**src/rtl/velocity_write_scheduler.sv**
```systemverilog
// velocity_write_scheduler
// Snapshots the six bot velocity words on update_req, waits a settle window,
// then hands the shared velocity write channel to bots 1..3 in round-robin
// order (only to bots whose peer is ready), and pulses done at round end.
// Optional feature macro: WRITE_TIMEOUT_EN. When defined, a bot that stays
// not-ready for TIMEOUT_CYCLES after the last grant is dropped and flagged
// in skipped. When undefined, arbitration waits indefinitely and skipped is 0.
module velocity_write_scheduler #(
    parameter int DATA_W         = 16,
    parameter int SETTLE_CYCLES  = 300,
    parameter int TIMEOUT_CYCLES = 1024,
    parameter int CNT_W          = 16
) (
    input  logic              clk,
    input  logic              rst_n,
    input  logic              update_req,
    input  logic [DATA_W-1:0] vx1_bin,
    input  logic [DATA_W-1:0] vy1_bin,
    input  logic [DATA_W-1:0] vx2_bin,
    input  logic [DATA_W-1:0] vy2_bin,
    input  logic [DATA_W-1:0] vx3_bin,
    input  logic [DATA_W-1:0] vy3_bin,
    input  logic [2:0]        bot_ready,
    output logic              wr_valid,
    input  logic              wr_ready,
    output logic [1:0]        wr_bot_id,
    output logic [DATA_W-1:0] wr_vx,
    output logic [DATA_W-1:0] wr_vy,
    output logic              busy,
    output logic [2:0]        pending,
    output logic              done,
    output logic              overrun,
    output logic [2:0]        skipped
);

    typedef enum logic [2:0] {
        IDLE   = 3'd0,
        SETTLE = 3'd1,
        ARB    = 3'd2,
        WRITE  = 3'd3,
        DONE   = 3'd4
    } state_t;

    // The settle counter runs through 0..SETTLE_CYCLES inclusive, so ARB is
    // entered SETTLE_CYCLES+1 cycles after the edge that accepted update_req.
    localparam logic [CNT_W-1:0] SETTLE_LAST = CNT_W'(SETTLE_CYCLES);
`ifdef WRITE_TIMEOUT_EN
    localparam logic [CNT_W-1:0] TIMEOUT_LAST = CNT_W'(TIMEOUT_CYCLES - 1);
`endif

    state_t            state;
    logic [CNT_W-1:0]  counter;
    logic [1:0]        rr_idx;      // 0-based index of the bot searched first
    logic [1:0]        cur_idx;     // 0-based index of the bot being written
    logic [DATA_W-1:0] snap_vx [3];
    logic [DATA_W-1:0] snap_vy [3];
    logic [DATA_W-1:0] in_vx   [3];
    logic [DATA_W-1:0] in_vy   [3];
    logic [2:0]        eligible;
    logic              pick_found;
    logic [1:0]        pick_idx;
    logic [1:0]        cand;

    assign in_vx[0] = vx1_bin;
    assign in_vy[0] = vy1_bin;
    assign in_vx[1] = vx2_bin;
    assign in_vy[1] = vy2_bin;
    assign in_vx[2] = vx3_bin;
    assign in_vy[2] = vy3_bin;

    assign eligible = pending & bot_ready;

    // Modulo-3 advance of a 0-based bot index.
    function automatic logic [1:0] wrap3(input logic [1:0] base, input logic [1:0] step);
        logic [2:0] sum;
        sum = {1'b0, base} + {1'b0, step};
        if (sum >= 3'd3) begin
            sum = sum - 3'd3;
        end
        return sum[1:0];
    endfunction

    // Round-robin pick: scan from the farthest candidate back to rr_idx so
    // the candidate closest to the pointer is the one left standing.
    always_comb begin
        pick_found = 1'b0;
        pick_idx   = 2'd0;
        cand       = 2'd0;
        for (int off = 2; off >= 0; off--) begin
            cand = wrap3(rr_idx, off[1:0]);
            if (eligible[cand]) begin
                pick_found = 1'b1;
                pick_idx   = cand;
            end
        end
    end

    // Round sequencer: all outputs are registered here.
    always_ff @(posedge clk) begin
        if (!rst_n) begin
            state     <= IDLE;
            counter   <= '0;
            rr_idx    <= 2'd0;
            cur_idx   <= 2'd0;
            wr_valid  <= 1'b0;
            wr_bot_id <= 2'd0;
            wr_vx     <= '0;
            wr_vy     <= '0;
            busy      <= 1'b0;
            pending   <= 3'b000;
            done      <= 1'b0;
            overrun   <= 1'b0;
`ifdef WRITE_TIMEOUT_EN
            skipped   <= 3'b000;
`endif
            for (int i = 0; i < 3; i++) begin
                snap_vx[i] <= '0;
                snap_vy[i] <= '0;
            end
        end else begin
            done    <= 1'b0;
            // Any request outside IDLE (DONE included) is dropped and flagged.
            overrun <= update_req && (state != IDLE);
            case (state)
                IDLE: begin
                    if (update_req) begin
                        for (int i = 0; i < 3; i++) begin
                            snap_vx[i] <= in_vx[i];
                            snap_vy[i] <= in_vy[i];
                        end
                        pending <= 3'b111;
`ifdef WRITE_TIMEOUT_EN
                        skipped <= 3'b000;
`endif
                        counter <= '0;
                        busy    <= 1'b1;
                        state   <= SETTLE;
                    end
                end
                SETTLE: begin
                    if (counter == SETTLE_LAST) begin
                        counter <= '0;
                        state   <= ARB;
                    end else begin
                        counter <= counter + 1'b1;
                    end
                end
                ARB: begin
                    if (pending == 3'b000) begin
                        done  <= 1'b1;
                        busy  <= 1'b0;
                        state <= DONE;
                    end else if (pick_found) begin
                        cur_idx   <= pick_idx;
                        wr_bot_id <= pick_idx + 2'd1;
                        wr_vx     <= snap_vx[pick_idx];
                        wr_vy     <= snap_vy[pick_idx];
                        wr_valid  <= 1'b1;
                        state     <= WRITE;
                    end
`ifdef WRITE_TIMEOUT_EN
                    else if (counter == TIMEOUT_LAST) begin
                        // Give up on every bot still outstanding.
                        skipped <= pending;
                        pending <= 3'b000;
                        done    <= 1'b1;
                        busy    <= 1'b0;
                        state   <= DONE;
                    end else begin
                        counter <= counter + 1'b1;
                    end
`endif
                end
                WRITE: begin
                    // bot_ready is not looked at here: once offered, the word stays.
                    if (wr_ready) begin
                        pending[cur_idx] <= 1'b0;
                        rr_idx           <= wrap3(cur_idx, 2'd1);
                        wr_valid         <= 1'b0;
                        counter          <= '0;
                        state            <= ARB;
                    end
                end
                DONE: begin
                    state <= IDLE;
                end
                default: begin
                    state <= IDLE;
                end
            endcase
        end
    end

`ifndef WRITE_TIMEOUT_EN
    assign skipped = 3'b000;
`endif

endmodule

```
**config.mk**
```make
export PLATFORM = sky130hd
export DESIGN_NAME = velocity_write_scheduler
export DESIGN_NICKNAME = d
export VERILOG_FILES = /design/src/rtl/velocity_write_scheduler.sv
export SDC_FILE = /design/constraint.sdc
export NUM_CORES = 1
export LEC_CHECK = 0
export CORE_UTILIZATION = 45
export DETAILED_ROUTE_END_ITERATION = 6
export PLACE_DENSITY = 0.7
export SLEW_MARGIN = 20
export SYNTH_ARGS = -nofsm -noshare
export SYNTH_HDL_FRONTEND = slang
export SYNTH_SLANG_ARGS = --single-unit
```
**constraint.sdc**
```tcl
create_clock -name clk -period 9 [get_ports clk]
set_input_delay 0.9 -clock clk [delete_from_list [all_inputs] [get_ports clk]]
set_output_delay 0.9 -clock clk [all_outputs]
set_load 0.03 [all_outputs]
```
==> results of run 1 <==
[critical path: stages]
cell and delay, ps:
clkdlybuf4s50_1 500, a22oi_1 130, o21ai_0 240, nand3_2 690, or2_2 860, a32o_1 370
[metrics by stage]
step	instance area [um^2]	setup WS (ps)	hold WS, ps
global route	9250	5480	495
floorplan	7160	5070	470
CTS	9240	5660	482
global placement	8690	5320	466
detailed placement	8690	5210	472
finish	9250	5610	477
[area by class of cell]
class,instances,area [um^2],share of cell area
flip-flops and latches,160,4160,0.450
multi-input cells,420,2760,0.299
repair buffers,149,1480,0.160
clock buffers,18,429,0.0464
well taps,211,264,0.0286
clock inverters,14,119,0.0129
inverters,8,30.0,0.00325
[logic make-up (layout without fill, tap and decap cells)]
logic type,count (synthesis),count (layout)
adder cells (fa/ha/maj),7,7
AO/OA/AOI/OAI,171,171
other,1,3
XOR/XNOR,11,11
buffers and inverters,66,189
flip-flops,160,160
AND/OR/NAND/NOR,227,227
multiplexers,1,1
[per-layer routing]
layer	track usage	vias up	routed length [um]
met5	0	-	0
met4	0.0782	0	262
li1	-	2603	-
met3	0.0518	22	971
met1	0.263	2501	7250
met2	0.340	184	7930
[cells in the final DEF, fill, tap and decap left out, drive strengths merged, types with 9 or more instances in the layout]
cell and count:
and2 98, inv 9, dfxtp 64, xnor2 11
edfxtp 96, nand2 15, clkinv 9, o21ai 41
clkdlybuf4s50 142, nor3 42, a21oi 40, o2bb2ai 32
clkbuf 18, a32o 32, nor2 26
[state kept, by name, summed over array words and instances, names as in the netlist, 2 cells and up]
| register | cells |
|---|---|
| cur_idx | 2 |
| wr_vy | 16 |
| wr_bot_id | 2 |
| rr_idx | 2 |
| wr_vx | 16 |
| state | 3 |
| pending | 3 |
| snap_vy | 48 |
| counter | 16 |
| snap_vx | 48 |
[power by group]
part | switching, mW | internal [mW] | leakage (nW)
Combinational | 0.342 | 0.208 | 1.39
Sequential | 0.0629 | 0.945 | 1.55
Clock | 0.284 | 0.378 | 0.258
Total | 0.689 | 1.53 | 3.20
[worst max-delay path by stage]
stage / from / endpoint
6_report: bot_ready[1] / wr_vy[7]
5_1_grt: bot_ready[1] / wr_vy[9]
4_1_cts: bot_ready[1] / wr_vy[7]
3_5_place_dp: bot_ready[1] / wr_vy[7]
3_3_place_gp: bot_ready[1] / wr_vy[1]
2_1_floorplan: rst_n / snap_vx[0][0]
==> impl_metrics.yaml, run 1 <==
logic_synthesis:
  synth_compound_area_frac: 0.173
  ys_seq_elements: 160
  mappedNetlistArea_um2: 7160
  synth.avg_cell_area_um2: 11.1
  synth_xor_area_frac: 0.0135
  yosysTopAreaCell: "edfxtp_1"
  synth.most_common_cell: "and2_1"
  ys_dominant_reg_cell: "edfxtp_1"
  ys_top_cells_by_count: "and2_1 (98), edfxtp_1 (96), dfxtp_1 (64)"
  yosys.area.top_type_share: 0.403
  yosys_warnings: 0
  synth_cell_types: 52
  synth-simple-area-share: 0.180
  synth_top_family_by_area: "simple AND/OR/NAND/NOR gates"
  synth_edf_count: 96
  synth_seq_area_share: 0.582
  muxShareOfSynthArea: 0.00140
  synthCells: 644
  synth.area.top_cells: "edfxtp_1 (40%), dfxtp_1 (18%), and2_1 (8.6%), a32o_1 (4.5%), o2bb2ai_1 (3.9%)"
  synth-async-reset-ratio: 0
  yosys.area_share.adder: 0.0122
clock_tree:
  cts_inserted_buffers: 17
  clk_latency_ps: 430
  cts_max_level: 4
  cts-hold-fix-buffers: 0
  clkSinkCount: 160
  postCtsSetupBuffers: 0
  cts_max_path_buffers: 2
  clkSlewWorstSetupHoldPaths_ps: 60
  cts_root_buffer: "clkbuf_16"
  cts_tree: "yes"
  cts_resized: 0
sta:
  grt_setup_unrepaired: "false"
  fin_crit_sh: 0.377
  setup-violations-final: 0
  hold_viol: 0
  maxSlewHeadroom: 0.324
  fin_crit_ps: 3390
  worst_slew_pin_slew_ps: 1010
  setup_tns_ps: 0
  timing.fmax_ghz: 0.295
  final_max_slew_viol_count: 0
  fin_worst_skew_ps: 12.1
power_and_ir_drop:
  power.density_nw_per_um2: 240
  power_leakage_nw: 3.20
  p_total_mw: 2.22
  max-vdd-ir-drop_uv: 139
detailed_routing:
  avgViaCountPerCell: 5.42
  vias: 5310
  post_drt_wl_per_cell_um: 16.8
  drtIter0Drc: 502
  route.detailed.drc: 0
  drtAntennaViolNets: 0
  wirelength_mm: 16.4
  dr.pass1.iters: 5
final_layout:
  antenna_cells: 0
  n_fill_cell: 1235
  area_growth_pct: 29.2
  instances_no_fill: 980
  nets: 866
  drive_above_1_share: 0.0663
  final_util: 0.601
worst_hold_path:
  hold_class: "reg2reg"
  min_to: "wr_bot_id[1]"
  hp-start: "wr_bot_id[1]"
  whs_path_depth: 2
flow_run:
  maxCapViolCount: 0
placement:
  gp_congestion: 0.859
  place_hpwl_mm: 10.7
  portBuffers: 143
  dp_cells: 948
worst_setup_path:
  worstReg2RegStart: "rr_idx[0]"
  rr_endpoint: "wr_vy[7]"
  criticalPathCategory: "in2reg"
  worstPathArrival_ps: 3700
  cp_max_fo: 41
  worstPathRequired_ps: 9310
  endpoint_kind: "register"
  r2r_setup_slack_ps: 5900
  critPathLaunchType: "primary input"
  reg2reg_depth: 7
die:
  core-area_um2: 15400
  die_x_um: 128
  start_util: 0.466
  rows: 45
  die_y_um: 128
  num_io_pins: 147
  dieArea_um2: 16400
grt:
  grt_max_degree: 101
  antenna_found_initial: 0
  grt.overflow.total: 0
  grt_use_total: 0.207
  grt_pass1_vias: 5283
  grt_pass1_wl_mm: 25.9
outcome:
  status: "complete, no violations"
Power figures use the tool's default switching activity.
==> run 2: changes to the inputs <==
clock period = 3.24 ns   (was 9 ns; I/O delays follow)
==> impl_metrics.yaml, run 2 (synthesis results as in run 1) <==
sta:
  timing.fmax_ghz: 0.404
  final_max_slew_viol_count: 0
  setup-violations-final: 0
  fin_crit_ps: 2470
  maxSlewHeadroom: 0.303
  hold_viol: 0
  fin_worst_skew_ps: 8.71
  grt_setup_unrepaired: "false"
  setup_tns_ps: 0
  fin_crit_sh: 0.763
  worst_slew_pin_slew_ps: 1040
power_and_ir_drop:
  power_leakage_nw: 3.24
  power.density_nw_per_um2: 670
  p_total_mw: 6.24
  combPwrFrac: 0.256
  p_int_mw: 4.29
  clockPowerShare: 0.296
  p_switching_mw: 1.95
  p_sw_frac: 0.312
  pwr-share-seq: 0.448
  max-vdd-ir-drop_uv: 398
worst_setup_path:
  reg2reg_depth: 7
  critPathLaunchType: "register"
  worstPathArrival_ps: 2780
  criticalPathCategory: "reg2reg"
  endpoint_kind: "register"
  path_delay_family: "compound AO/OA/AOI/OAI gates"
  cp_num_cells: 7
  cp_max_fo: 34
  worst-path-buf-inv: 1
  slowest_stage: "or3_1"
  path_cells: "inv_1 > ha_1 > a22o_1 > a211oi_4 > o21ai_4 > or3_1 > o211a_1"
  worstPathRequired_ps: 3550
  critPathMaxStageDelay_ps: 500
worst_hold_path:
  hold_class: "in2reg"
  whs_path_depth: 3
detailed_routing:
  avgViaCountPerCell: 5.48
  route.detailed.drc: 0
  vias: 5402
  dr.pass1.iters: 5
  drtAntennaViolNets: 0
  wirelength_mm: 16.9
  drtIter0Drc: 489
  post_drt_wl_per_cell_um: 17.2
outcome:
  status: "complete, no violations"
final_layout:
  n_fill_cell: 1218
  antenna_cells: 0
  reg_top3: "snap_vx: 48 flops, snap_vy: 48 flops"
  area_growth_pct: 30.0
  final_cell_mix: "clkdlybuf4s50_1 (142), and2_1 (98), edfxtp_1 (96), dfxtp_1 (64), nor3_1 (42)"
  drive_above_1_share: 0.0735
  final_common_cell: "clkdlybuf4s50_1"
  nets: 872
die:
  num_io_pins: 147
  start_util: 0.466
  die_x_um: 128
  core-area_um2: 15400
  dieArea_um2: 16400
  die_y_um: 128
  rows: 45
grt:
  antenna_found_initial: 0
  grt_use_total: 0.217
  grt_pass1_vias: 5386
  grt.overflow.total: 0
  grt_max_degree: 63
  grt_pass1_wl_mm: 27.2
placement:
  gp_congestion: 0.873
  portBuffers: 143
  place_hpwl_mm: 11.3
clock_tree:
  clk_latency_ps: 420
  cts_tree: "yes"
  clkSinkCount: 160
  cts_root_buffer: "clkbuf_16"
  cts_resized: 0
  clkSlewWorstSetupHoldPaths_ps: 60
  cts_max_level: 4
  cts_max_path_buffers: 2
  postCtsSetupBuffers: 0
  cts_inserted_buffers: 17
  cts-hold-fix-buffers: 0
flow_run:
  maxCapViolCount: 0
==> run 2: final cells by class <==
class / count / area [um^2] / share of cell area
clock buffer: 18 / 429 / 0.0461
clock inverter: 14 / 118 / 0.0126
inverter: 8 / 30.0 / 0.00323
multi-input combinational: 420 / 2760 / 0.296
sequential: 160 / 4160 / 0.448
tap: 211 / 264 / 0.0284
timing repair buffer: 155 / 1540 / 0.166
==> run 2: routing by layer <==
| layer | wire length (um) | vias up | track usage | part of all wire |
|---|---|---|---|---|
| met3 | 865 | 14 | 0.0492 | 0.051 |
| li1 | - | 2623 | - | - |
| met1 | 7520 | 2594 | 0.274 | 0.44 |
| met5 | 0 | - | 0 | 0 |
| met2 | 8400 | 171 | 0.370 | 0.50 |
| met4 | 144 | 0 | 0.0644 | 0.0085 |
==> run 2: per-stage QoR <==
stage	util	std cells	hold WS, ps	instance area, um^2	setup slack, ps
final	0.605	986	210	9300	767
after global routing	0.605	986	204	9300	622
after CTS	0.605	986	188	9300	757
after detailed placement	0.570	954	466	8760	635
after global placement	0.570	954	466	8760	769
after floorplan	-	646	447	7170	805
==> run 2: power groups by stage <==
stage / registers [mW] / clock network, mW / logic [mW]
floorplan: 2.87 / 0 / 0.982
global placement: 2.82 / 0 / 1.56
detailed placement: 2.84 / 0 / 1.59
CTS: 2.80 / 1.88 / 1.60
global route: 2.83 / 1.96 / 1.73
finish: 2.80 / 1.85 / 1.59
==> run 2: final timing paths <==
path,start,slack [ps],to
max,rr_idx[0],770,wr_bot_id[0]
max reg2reg,rr_idx[0],770,wr_bot_id[0]
min,rst_n,210,overrun
min reg2reg,wr_bot_id[1],490,wr_bot_id[1]
==> run 2: worst min-delay path, stage by stage <==
cell     delay (ps)
buf_2           150
nand2_1          70
nor2_1           40
